[config.mk]
export PLATFORM = sky130hd
export DESIGN_NAME = wb_req_encoder
export DESIGN_NICKNAME = d
export VERILOG_FILES = /design/src/rtl/wb_req_encoder.sv
export SDC_FILE = /design/constraint.sdc
export NUM_CORES = 1
export LEC_CHECK = 0
export ABC_AREA = 1
export CAP_MARGIN = 0
export CELL_PAD_IN_SITES_DETAIL_PLACEMENT = 1
export CELL_PAD_IN_SITES_GLOBAL_PLACEMENT = 1
export CORE_MARGIN = 1.5
export CORE_UTILIZATION = 37
export DETAILED_ROUTE_END_ITERATION = 12
export HOLD_SLACK_MARGIN = 0.15
export PLACE_DENSITY = 0.78
export SYNTH_ARGS = -nofsm -noshare
export SYNTH_HDL_FRONTEND = slang
export SYNTH_SLANG_ARGS = --single-unit
[constraint.sdc]
create_clock -name clk -period 2.65 [get_ports clk]
set_input_delay 0.6625 -clock clk [delete_from_list [all_inputs] [get_ports clk]]
set_output_delay 0.6625 -clock clk [all_outputs]
set_load 0.05 [all_outputs]
[src/rtl/wb_req_encoder.sv]
// wb_req_encoder: 8-to-3 write-back request encoder for the register file.
// Captures one-hot per-source write-back requests as pending, picks one
// (round-robin or fixed priority), and presents its 3-bit register index on a
// valid/ready handshake. Each accepted index is acknowledged with a one-cycle
// one-hot grant back to its source.
//
// Ports:
//   clk       in   system clock, rising edge
//   reset_n   in   asynchronous active-low reset
//   en        in   enable for new selections (capture is unconditional)
//   req       in   [7:0] per-source request pulses
//   ready     in   write port accepts the presented address this cycle
//   ovf_clr   in   synchronous clear of all overflow flags
//   valid     out  addr is valid
//   addr      out  [2:0] selected register index
//   grant     out  [7:0] one-hot acknowledge, the cycle after acceptance
//   pending   out  [7:0] outstanding requests not yet accepted
//   overflow  out  [7:0] sticky per-source lost-request flags
//   busy      out  any request outstanding
module wb_req_encoder #(
  parameter bit RR_EN = 1'b1
) (
  input  logic       clk,
  input  logic       reset_n,
  input  logic       en,
  input  logic [7:0] req,
  input  logic       ready,
  input  logic       ovf_clr,
  output logic       valid,
  output logic [2:0] addr,
  output logic [7:0] grant,
  output logic [7:0] pending,
  output logic [7:0] overflow,
  output logic       busy
);

  localparam int unsigned N_SRC = 8;
  localparam int unsigned AW    = 3;

  logic          r_valid;
  logic [AW-1:0] r_addr;
  logic [AW-1:0] r_last;
  logic [7:0]    r_grant;
  logic [7:0]    r_pending;
  logic [7:0]    r_overflow;
  logic          r_busy;

  logic          w_accept;
  logic [7:0]    w_acc_oh;
  logic [7:0]    w_pend_next;
  logic [7:0]    w_ovf_next;
  logic          w_sel;
  logic          w_found;
  logic [AW-1:0] w_win;
  logic [AW-1:0] w_idx;

  // Handshake and pending bookkeeping; a request for the index being accepted
  // this cycle is a fresh request, so it stays pending without overflowing.
  always_comb begin
    w_accept    = r_valid & ready;
    w_acc_oh    = w_accept ? (8'h01 << r_addr) : 8'h00;
    w_pend_next = (r_pending & ~w_acc_oh) | req;
    w_ovf_next  = (ovf_clr ? 8'h00 : r_overflow) | (req & r_pending & ~w_acc_oh);
    w_sel       = (~r_valid | w_accept) & en;
  end

  // Winner search over the next pending vector: rotating start after the last
  // winner for round-robin, index 0 first for fixed priority.
  always_comb begin
    w_found = 1'b0;
    w_win   = '0;
    w_idx   = '0;
    for (int k = 0; k < N_SRC; k++) begin
      if (RR_EN) w_idx = r_last + AW'(k + 1);
      else       w_idx = AW'(k);
      if (!w_found && w_pend_next[w_idx]) begin
        w_found = 1'b1;
        w_win   = w_idx;
      end
    end
  end

  // Output/selection state; a presented address holds until accepted.
  always_ff @(posedge clk or negedge reset_n) begin
    if (!reset_n) begin
      r_valid    <= 1'b0;
      r_addr     <= '0;
      r_last     <= 3'b111;
      r_grant    <= 8'h00;
      r_pending  <= 8'h00;
      r_overflow <= 8'h00;
      r_busy     <= 1'b0;
    end else begin
      r_grant    <= w_acc_oh;
      r_pending  <= w_pend_next;
      r_overflow <= w_ovf_next;
      r_busy     <= |w_pend_next;
      if (w_sel) begin
        if (w_found) begin
          r_valid <= 1'b1;
          r_addr  <= w_win;
          if (RR_EN) r_last <= w_win;
        end else begin
          r_valid <= 1'b0;
        end
      end else if (w_accept) begin
        // Accepted while disabled: drop valid, no new pick until en returns.
        r_valid <= 1'b0;
      end
    end
  end

  assign valid    = r_valid;
  assign addr     = r_addr;
  assign grant    = r_grant;
  assign pending  = r_pending;
  assign overflow = r_overflow;
  assign busy     = r_busy;

endmodule

-- Word level (Yosys, flattened, before mapping)
Index checks and enable logic that the tools add are counted.
- reduce and logical (&&, ||, !) cells: 17
- magnitude comparators: 8
- multiplexer cells: 37
- add/subtract/negate cells: 7
- shift operators: 1
- bitwise operators: 10
- operator list (cell ; number):
    3-bit by 4-bit < comparator with 1-bit output, second input constant ; 8
    8-bit bitwise AND ; 3
    1-bit binary-select mux with 3-bit select ; 8
    3-bit 2-to-1 mux ; 8
    1-bit 2-to-1 mux ; 19
    8-bit 2-to-1 mux ; 2
    8-bit OR ; 2
    3-bit adder, second input constant ; 4
    8-bit inverter ; 1
    8-bit OR reduction ; 1
    1-bit by 3-bit << shifter with 8-bit output, first input constant ; 1
    1-bit logical AND ; 7
    1-bit logical NOT ; 7
    3-bit by 2-bit adder with 3-bit output, second input constant ; 2
    3-bit by 1-bit adder with 3-bit output, second input constant ; 1
    1-bit bitwise AND ; 2
    2-bit AND reduction ; 1
    2-bit nonzero test ; 1
    1-bit inverter ; 1
    1-bit OR ; 1
- bits of input ports: 13
- word-level logic and storage cells: 87
- register bits after elaboration: 32
- output and inout port bits: 29

-- Logic depth before layout (Yosys ltp)
Gate-level depths: netlist (run 1).
- word-level depth: 31
- mapped depth: 18
- gate-level depth less buffers: 18

-- Worst setup path before layout (run 1)
No wires, ideal clock.
- kind: reg2reg
- start: register r_last[1]
- end: register r_addr[1] (netlist: addr[1])
- arrival: 2324 ps
- setup slack: 260 ps
- stages on the path, launching flop included: 16
- data required time: 2584 ps
- cells stage by stage: dfstp_2 buf_2 inv_1 ha_1 buf_2 inv_1 nand3_1 nand2_2 inv_1 o21ai_0 inv_1 nand4_4 nor2_1 nor2_1 nand2_2 nand2_1
- cells in the longest elaborated chain, start to end: 26
- elaborated cells between the ends (all ways): 54
- RTL lines (what ; line ; RTL):
    from (decl) ; 42 ; logic [AW-1:0] r_last;
    from (signal assigned) ; 102 ; if (RR_EN) r_last <= w_win;
    3-bit by 1-bit adder with 3-bit output ; 74 ; if (RR_EN) w_idx = r_last + AW'(k + 1);
    1-bit binary-select mux with 3-bit select ; 76 ; if (!w_found && w_pend_next[w_idx]) begin
    1-bit 2-to-1 mux (not written as such) ; 76 ;
    1-bit 2-to-1 mux ; 76 ;
    1-bit logical NOT ; 76 ;
    1-bit logical AND ; 76 ;
    1-bit 2-to-1 mux ; 76 ;
    1-bit logical NOT ; 76 ;
    [... 10 more ...] ; n/a ;
    1-bit 2-to-1 mux ; 76 ;
    1-bit logical NOT ; 76 ;
    1-bit logical AND ; 76 ;
    1-bit 2-to-1 mux ; 76 ;
    1-bit logical NOT ; 76 ;
    1-bit logical AND ; 76 ;
    1-bit 2-to-1 mux ; 76 ;
    2-bit AND reduction (no line) ; n/a ;
    to (signal assigned) ; 101 ; r_addr <= w_win;
    to (decl) ; 41 ; logic [AW-1:0] r_addr;
Several ways; a longest one is shown, not always the timed one. The select of a mux whose other input is x is not followed.
A chain may end at the register's enable or synchronous reset.

-- Worst setup path in the final report (run 1)
- start: input ready
- end: register r_addr[1] (netlist: addr[1])
- cells in the longest elaborated chain, start to end: 30
- elaborated cells between the ends (all ways): 54
- RTL lines (what ; line ; RTL):
    from (decl) ; 27 ; input logic ready,
    1-bit bitwise AND (*) ; 60 ; w_accept = r_valid & ready;
    8-bit 2-to-1 mux ; 61 ; w_acc_oh = w_accept ? (8'h01 << r_addr) : 8'h00;
    8-bit inverter ; 62 ; w_pend_next = (r_pending & ~w_acc_oh) | req;
    8-bit bitwise AND ; 62 ;
    8-bit OR ; 62 ;
    1-bit binary-select mux with 3-bit select ; 76 ;
    1-bit 2-to-1 mux (not written as such) ; 76 ;
    1-bit 2-to-1 mux ; 76 ;
    [... 14 more ...] ; n/a ;
    1-bit 2-to-1 mux ; 76 ;
    1-bit logical NOT ; 76 ;
    1-bit logical AND ; 76 ;
    1-bit 2-to-1 mux ; 76 ;
    1-bit logical NOT ; 76 ;
    1-bit logical AND ; 76 ;
    1-bit 2-to-1 mux ; 76 ;
    2-bit AND reduction (no line) ; n/a ;
Every way passes the cells marked *; elsewhere a longest branch is shown, timed or not. The select of a mux whose other input is x is not followed.

==> impl_metrics.toml, run 1 <==
[worst_setup_path]
cp_slowest_cell = "dlygate4sd2_1"
path_cells = "dlygate4sd2_1, nand2_1, nor2_4, nand2_2, nand2_2, nand3_1, nand3_1, nand3_1, nand2_2, nand4_2, nor2_4, nand4_4, nor2_1, nor2_1, nand2_2, nand2_1"
cp.buffers_inverters = 1
r2r-end = "addr[1]$_DFFE_PN0P_"
crit_fanout = 5
crit_end = "addr[1]$_DFFE_PN0P_"
crit_top_cell = "nand2_2"
max_stage_delay_ns = 0.27
r2r-start = "r_last[1]$_DFFE_PN1P_"
critPathTopFamily = "simple AND/OR/NAND/NOR gates"
cp-start-kind = "input pin"
criticalPathCategory = "in2reg"
cp.arrival_ns = 2.58
crit_required_ns = 2.83
r2r_cells = 14
crit_path_start = "ready"
critPathCaptureType = "flip-flop"
path_depth = 16
reg2reg_setup_slack_ns = 0.28

[logic_synthesis]
async_flop_share_pct = 100
synth_cells = 271
synth_area_per_cell_um2 = 7.47
ys_warn_count = 0
synth_cell_type_count = 33
synth_edf_count = 0
yosys.area.top_type = "dfrtp_1"
syn_area_um2 = 2020
synth_ff_type = "dfrtp_1"
ys_seq_area_share_pct = 39.8
synth-seq-cells = 32
yosys-top-cells-area = "dfrtp_1, nand2_1, nand3_1"
yosysTopAreaCellShare_pct = 35.9
syn_nets = 286

[placed_design]
dp_hpwl_mm = 5.08
gp_congestion = 0.902
port_buffers = 41
place_inst = 402

[grt]
grt_antenna_before_repair = 0
met2_usage_pct = 40.6
grtUsageMet3_pct = 2.74
overflow = 0
busiest_layer = "met2"
grt_max_degree = 33
grt_pass1_vias = 2168
track_usage_pct = 22.6
grt_pass1_wl_mm = 10.5
grtUsageMet1_pct = 28.6

[timing]
tightest_slew_ns = 0.547
finalCritPeriodShare_pct = 90.8
finalHoldViolations = 0
setup_viol = 0
max_clock_freq_mhz = 416
fin_crit_ns = 2.41
slew_headroom_pct = 63.4
setup-tns-final_ns = 0
skew_ns = 0.00340
rsz0062_at_grt = "no"
slew_violations = 0

[final_layout]
diodes = 0
syn_to_final_growth_pct = 39.6
nFillCells = 654
instances_no_fill = 410
drive_gt1_share_pct = 21.8
final_common_cell = "nand2_1"
nNetsFinal = 354
multiInputGateArea_um2 = 1030
layout_common_cells = "nand2_1, inv_1, nand3_1"
seqCellArea_um2 = 805

[drt]
drc = 0
antenna_left = 0
routed-via-count = 2041
wirelength_mm = 6.32
post_drt_wl_per_cell_um = 15.4
drt-pass1-iter-count = 4
drt_iter0_markers = 70
via_per_inst = 4.98

[floorplan]
design.die.area_um2 = 5920
die_h_um = 76.9
die_w_um = 76.9
core_um2 = 5200
top_level_ports = 42
start_util_pct = 38.9
num_rows = 26

[power]
p_seq_share_pct = 18.8
finalPower_mw = 3.71
p_leak_nw = 1.44
internal_power_mw = 1.76
peakVddDrop_mv = 0.756
p_switching_mw = 1.95
p_comb_share_pct = 68.5
p_clk_share_pct = 12.7
power.density_nw_per_um2 = 1310
sw_frac_of_total_pct = 52.6

[cts]
root_buffer = "clkbuf_8"
cts_buffers = 5
htree_num_levels = 2
clkLatencyLatePin_ns = 0.28
cts.sinks = 32
clkTransAtPathRegs_ns = 0.07
hold_buffers = 0
cts_tree = "built"
clockBufferDepth = 2

[flow_run]
cap_violations = 0

[hold_path]
hp-class = "reg2reg"

[run_status]
status = "complete, no violations"
[metal layers]
layer	vias to the layer above	share of wire, %	wire, um
li1	996	-	-
met1	999	45	2870
met5	-	0	0
met4	0	0.78	49
met3	5	3.2	202
met2	41	51	3190
[what timing repair did]
action	in CTS	in global routing
resized for setup	4	7
pin swaps	1	1
endpoints found under the setup margin	6	6
buffers inserted	0	0
[layout make-up]
class / count / area share, %
multi-input combinational: 182 / 36.4
sequential: 32 / 28.5
timing repair buffer: 66 / 21.1
inverter: 52 / 6.91
tap: 70 / 3.10
clock buffer: 5 / 2.44
clock inverter: 3 / 1.51
[through the flow]
| stage | setup slack (ns) | instance area (um2) | hold slack [ns] | utilization [%] |
|---|---|---|---|---|
| 2_1_floorplan | 0.260 | 2020 | 0.367 | - |
| 3_3_place_gp | -0.295 | 2690 | 0.517 | 51.6 |
| 3_5_place_dp | -0.374 | 2690 | 0.533 | 51.6 |
| 4_1_cts | 0.141 | 2810 | 0.545 | 53.9 |
| 5_1_grt | 0.00815 | 2830 | 0.569 | 54.3 |
| 6_report | 0.245 | 2830 | 0.540 | 54.3 |
[logic make-up (layout without fill, tap and decap cells)]
kind of cell,count (synthesis),count (layout),share of synthesized area (%)
AO/OA/AOI/OAI,19,19,6.80
XOR/XNOR,2,2,0.866
adder cells (fa/ha/maj),2,2,1.24
buffers and inverters,57,126,10.8
flip-flops,32,32,39.8
AND/OR/NAND/NOR,159,159,40.5
[synthesized netlist by cell type (all sizes together), types with 2 or more instances]
cell   number
buf         5
ha          2
dfstp       3
and2        2
nor2       22
inv        52
nand4       8
o21ai       5
o22ai       8
a21oi       3
nand2      72
dfrtp      29
nand3      51
[power groups by stage]
| stage | registers, mW | clock network, mW | logic (mW) |
|---|---|---|---|
| 6_report | 0.697 | 0.472 | 2.55 |
| 5_1_grt | 0.709 | 0.489 | 2.80 |
| 4_1_cts | 0.699 | 0.477 | 2.47 |
| 3_5_place_dp | 0.708 | 0 | 2.42 |
| 3_3_place_gp | 0.706 | 0 | 2.35 |
| 2_1_floorplan | 0.916 | 0 | 1.34 |
[registers in the layout, summed over array words and instances (netlist names)]
name,flops
overflow,8
grant,8
valid,1
addr,3
pending,8
busy,1
r_last,3
[worst reg2reg max path, stage by stage, from the launching register on]
cell and delay (ns):
dfstp_2 0.53, inv_1 0.06, ha_1 0.20, xor2_1 0.45
inv_1 0.15, nand2_1 0.16, nand2_4 0.09, nand3_1 0.08
nor2_1 0.04, nor2_1 0.08, nand3_1 0.09, nor2_1 0.11
nand3_1 0.09, nand2_2 0.07, nand2_1 0.05
[how the worst min path moves through the flow]
stage / slack (ns) / cells after the start / from / to
after global routing: 0.57 / 2 / r_last[2]$_DFFE_PN1P_ / r_last[2]$_DFFE_PN1P_
final: 0.54 / 2 / r_last[2]$_DFFE_PN1P_ / r_last[2]$_DFFE_PN1P_
after floorplan: 0.37 / 0 / reset_n / addr[0]$_DFFE_PN0P_
after detailed placement: 0.53 / 2 / r_last[2]$_DFFE_PN1P_ / r_last[2]$_DFFE_PN1P_
after CTS: 0.54 / 2 / r_last[2]$_DFFE_PN1P_ / r_last[2]$_DFFE_PN1P_
after global placement: 0.52 / 2 / overflow[1]$_DFF_PN0_ / overflow[1]$_DFF_PN0_
Note: power is estimated with default switching activity, not from simulation.
==> run 2, diff against run 1 <==
--- a/config.mk
+++ b/config.mk
@@ -10,10 +10,10 @@
 export CELL_PAD_IN_SITES_DETAIL_PLACEMENT = 1
 export CELL_PAD_IN_SITES_GLOBAL_PLACEMENT = 1
 export CORE_MARGIN = 1.5
-export CORE_UTILIZATION = 37
+export CORE_UTILIZATION = 33
 export DETAILED_ROUTE_END_ITERATION = 12
 export HOLD_SLACK_MARGIN = 0.15
-export PLACE_DENSITY = 0.78
+export PLACE_DENSITY = 0.74
 export SYNTH_ARGS = -nofsm -noshare
 export SYNTH_HDL_FRONTEND = slang
 export SYNTH_SLANG_ARGS = --single-unit
==> constraint.sdc (replaced) <==
create_clock -name clk -period 2.2 [get_ports clk]
set_input_delay 0.55 -clock clk [delete_from_list [all_inputs] [get_ports clk]]
set_output_delay 0.55 -clock clk [all_outputs]
set_load 0.05 [all_outputs]
==> impl_metrics.toml, run 2 (same netlist as run 1, synthesis figures left out) <==
[worst_setup_path]
crit_top_cell = "buf_4"
crit_fanout = 6
critPathCaptureType = "flip-flop"
path_cells = "nand3_4, o21ai_4, buf_4, and2_1, nand3_1, nor4_2, buf_4, nor2_1, nand2_2, buf_4, nand2_1, nand2_2"
cp.arrival_ns = 2.63
critPathTopFamily = "simple AND/OR/NAND/NOR gates"
cp-start-kind = "flip-flop"
crit_path_start = "addr[2]$_DFFE_PN0P_"
max_stage_delay_ns = 0.44
cp.buffers_inverters = 3
criticalPathCategory = "reg2reg"
r2r-start = "addr[2]$_DFFE_PN0P_"
cp_slowest_cell = "dfrtp_2"
crit_required_ns = 2.44

[power]
p_leak_nw = 1.69
peakVddDrop_mv = 0.936
internal_power_mw = 2.51
sw_frac_of_total_pct = 54.0
power.density_nw_per_um2 = 1610
p_clk_share_pct = 8.5
p_seq_share_pct = 15.9
p_switching_mw = 2.94
finalPower_mw = 5.45
p_comb_share_pct = 75.6

[cts]
cts.sinks = 32
cts_buffers = 5
clkTransAtPathRegs_ns = 0.07
hold_buffers = 0
clockBufferDepth = 2
htree_num_levels = 2
root_buffer = "clkbuf_8"
clkLatencyLatePin_ns = 0.30
cts_tree = "built"

[final_layout]
drive_gt1_share_pct = 43.7
diodes = 0
final_common_cell = "buf_4"
nNetsFinal = 385
syn_to_final_growth_pct = 67.3
layout_common_cells = "buf_4, inv_1, nand2_1"

[flow_run]
cap_violations = 0

[hold_path]
worstHoldStart = "r_last[2]$_DFFE_PN1P_"
hp-class = "reg2reg"

[timing]
setup_viol = 6
max_clock_freq_mhz = 417
slew_headroom_pct = 64.3
finalCritPeriodShare_pct = 109
fin_crit_ns = 2.40
skew_ns = 0.00338
finalHoldViolations = 0
slew_violations = 0
tightest_slew_ns = 0.534
rsz0062_at_grt = "yes"
finalWorstSetupSlack_ns = -0.196

[floorplan]
start_util_pct = 34.2
design.die.area_um2 = 6610
core_um2 = 5920
die_w_um = 81.3
top_level_ports = 42
num_rows = 28
die_h_um = 81.3

[run_status]
violations = "setup timing"
status = "finished with violations"

[placed_design]
pre_cts_ws_ns = -0.697
dp_hpwl_mm = 5.26
gp_congestion = 0.873
port_buffers = 41

[grt]
grt_pass1_wl_mm = 11.9
grt_antenna_before_repair = 0
grt_pass1_vias = 2436
track_usage_pct = 24.6
grt_max_degree = 33
overflow = 0

[drt]
antenna_left = 0
post_drt_wl_per_cell_um = 19.9
routed-via-count = 2284
drc = 0
drt_iter0_markers = 95
wirelength_mm = 8.89
via_per_inst = 5.12
drt-pass1-iter-count = 4
## run 2: changes by cell type in the layout (fill, tap and decap cells not counted), moves of 5 or more
cell,before,now
nand3_4,1,9
buf_6,0,5
nand3_2,7,25
clkdlybuf4s50_1,40,35
buf_4,25,51
nand3_1,43,17
inv_1,50,45
nand2_1,57,45
nand2_2,13,21
## run 2: per-stage QoR
stage / area, um2 / setup TNS (ns) / hold slack, ns / std cells / utilization (%)
floorplan: 2040 / 0 / 0.254 / 271 / -
global placement: 2850 / -4.27 / 0.484 / 426 / 48.1
detailed placement: 2850 / -4.54 / 0.490 / 426 / 48.1
CTS: 3190 / 0 / 0.505 / 439 / 53.9
global route: 3390 / -1.60 / 0.536 / 446 / 57.2
finish: 3390 / -1.06 / 0.505 / 446 / 57.2
## run 2: repair_timing
action	4_1_cts	5_1_grt
pin swaps	19	23
endpoints found under the setup margin	8	7
hold endpoints to repair	0	0
buffers inserted	5	8
gates resized for setup	55	36
## run 2: final timing paths
path,to,cells past startpoint,slack (ns)
worst max-delay path,addr[1]$_DFFE_PN0P_,12,-0.20
worst max register to register,addr[1]$_DFFE_PN0P_,12,-0.20
worst min-delay path,r_last[2]$_DFFE_PN1P_,2,0.50
worst min register to register,r_last[2]$_DFFE_PN1P_,2,0.50
max in group asynchronous,r_last[0]$_DFFE_PN1P_,2,1.20
min in group asynchronous,pending[7]$_DFF_PN0_,2,0.67
## run 2: routing by layer
layer	share of wire [%]	track usage, %	vias up
li1	-	-	1062
met1	39	27.1	1135
met2	55	45.0	63
met3	2.6	4.94	24
met4	2.8	11.4	0
met5	0	0	-
## run 2: cell type report
cell class,instances,area (um2)
Clock buffer,5,68.8
Clock inverter,3,18.8
Fill cell,701,2530
Inverter,52,203
Multi-Input combinational cell,182,1350
Sequential cell,32,810
Tap cell,75,93.8
Timing Repair Buffer,97,846
## run 2: worst min-delay path: cells and delay by family, from the launching register on
family	cells	cell delay [ns]
DFF	1	0.39
and+or+nand+nor	2	0.11
## run 2: power groups by stage
stage	sequential (mW)	clock, mW	combinational (mW)
floorplan	1.11	0	1.67
global placement	0.840	0	3.09
detailed placement	0.846	0	3.17
CTS	0.841	0.469	3.61
global route	0.875	0.491	4.38
finish	0.865	0.464	4.12
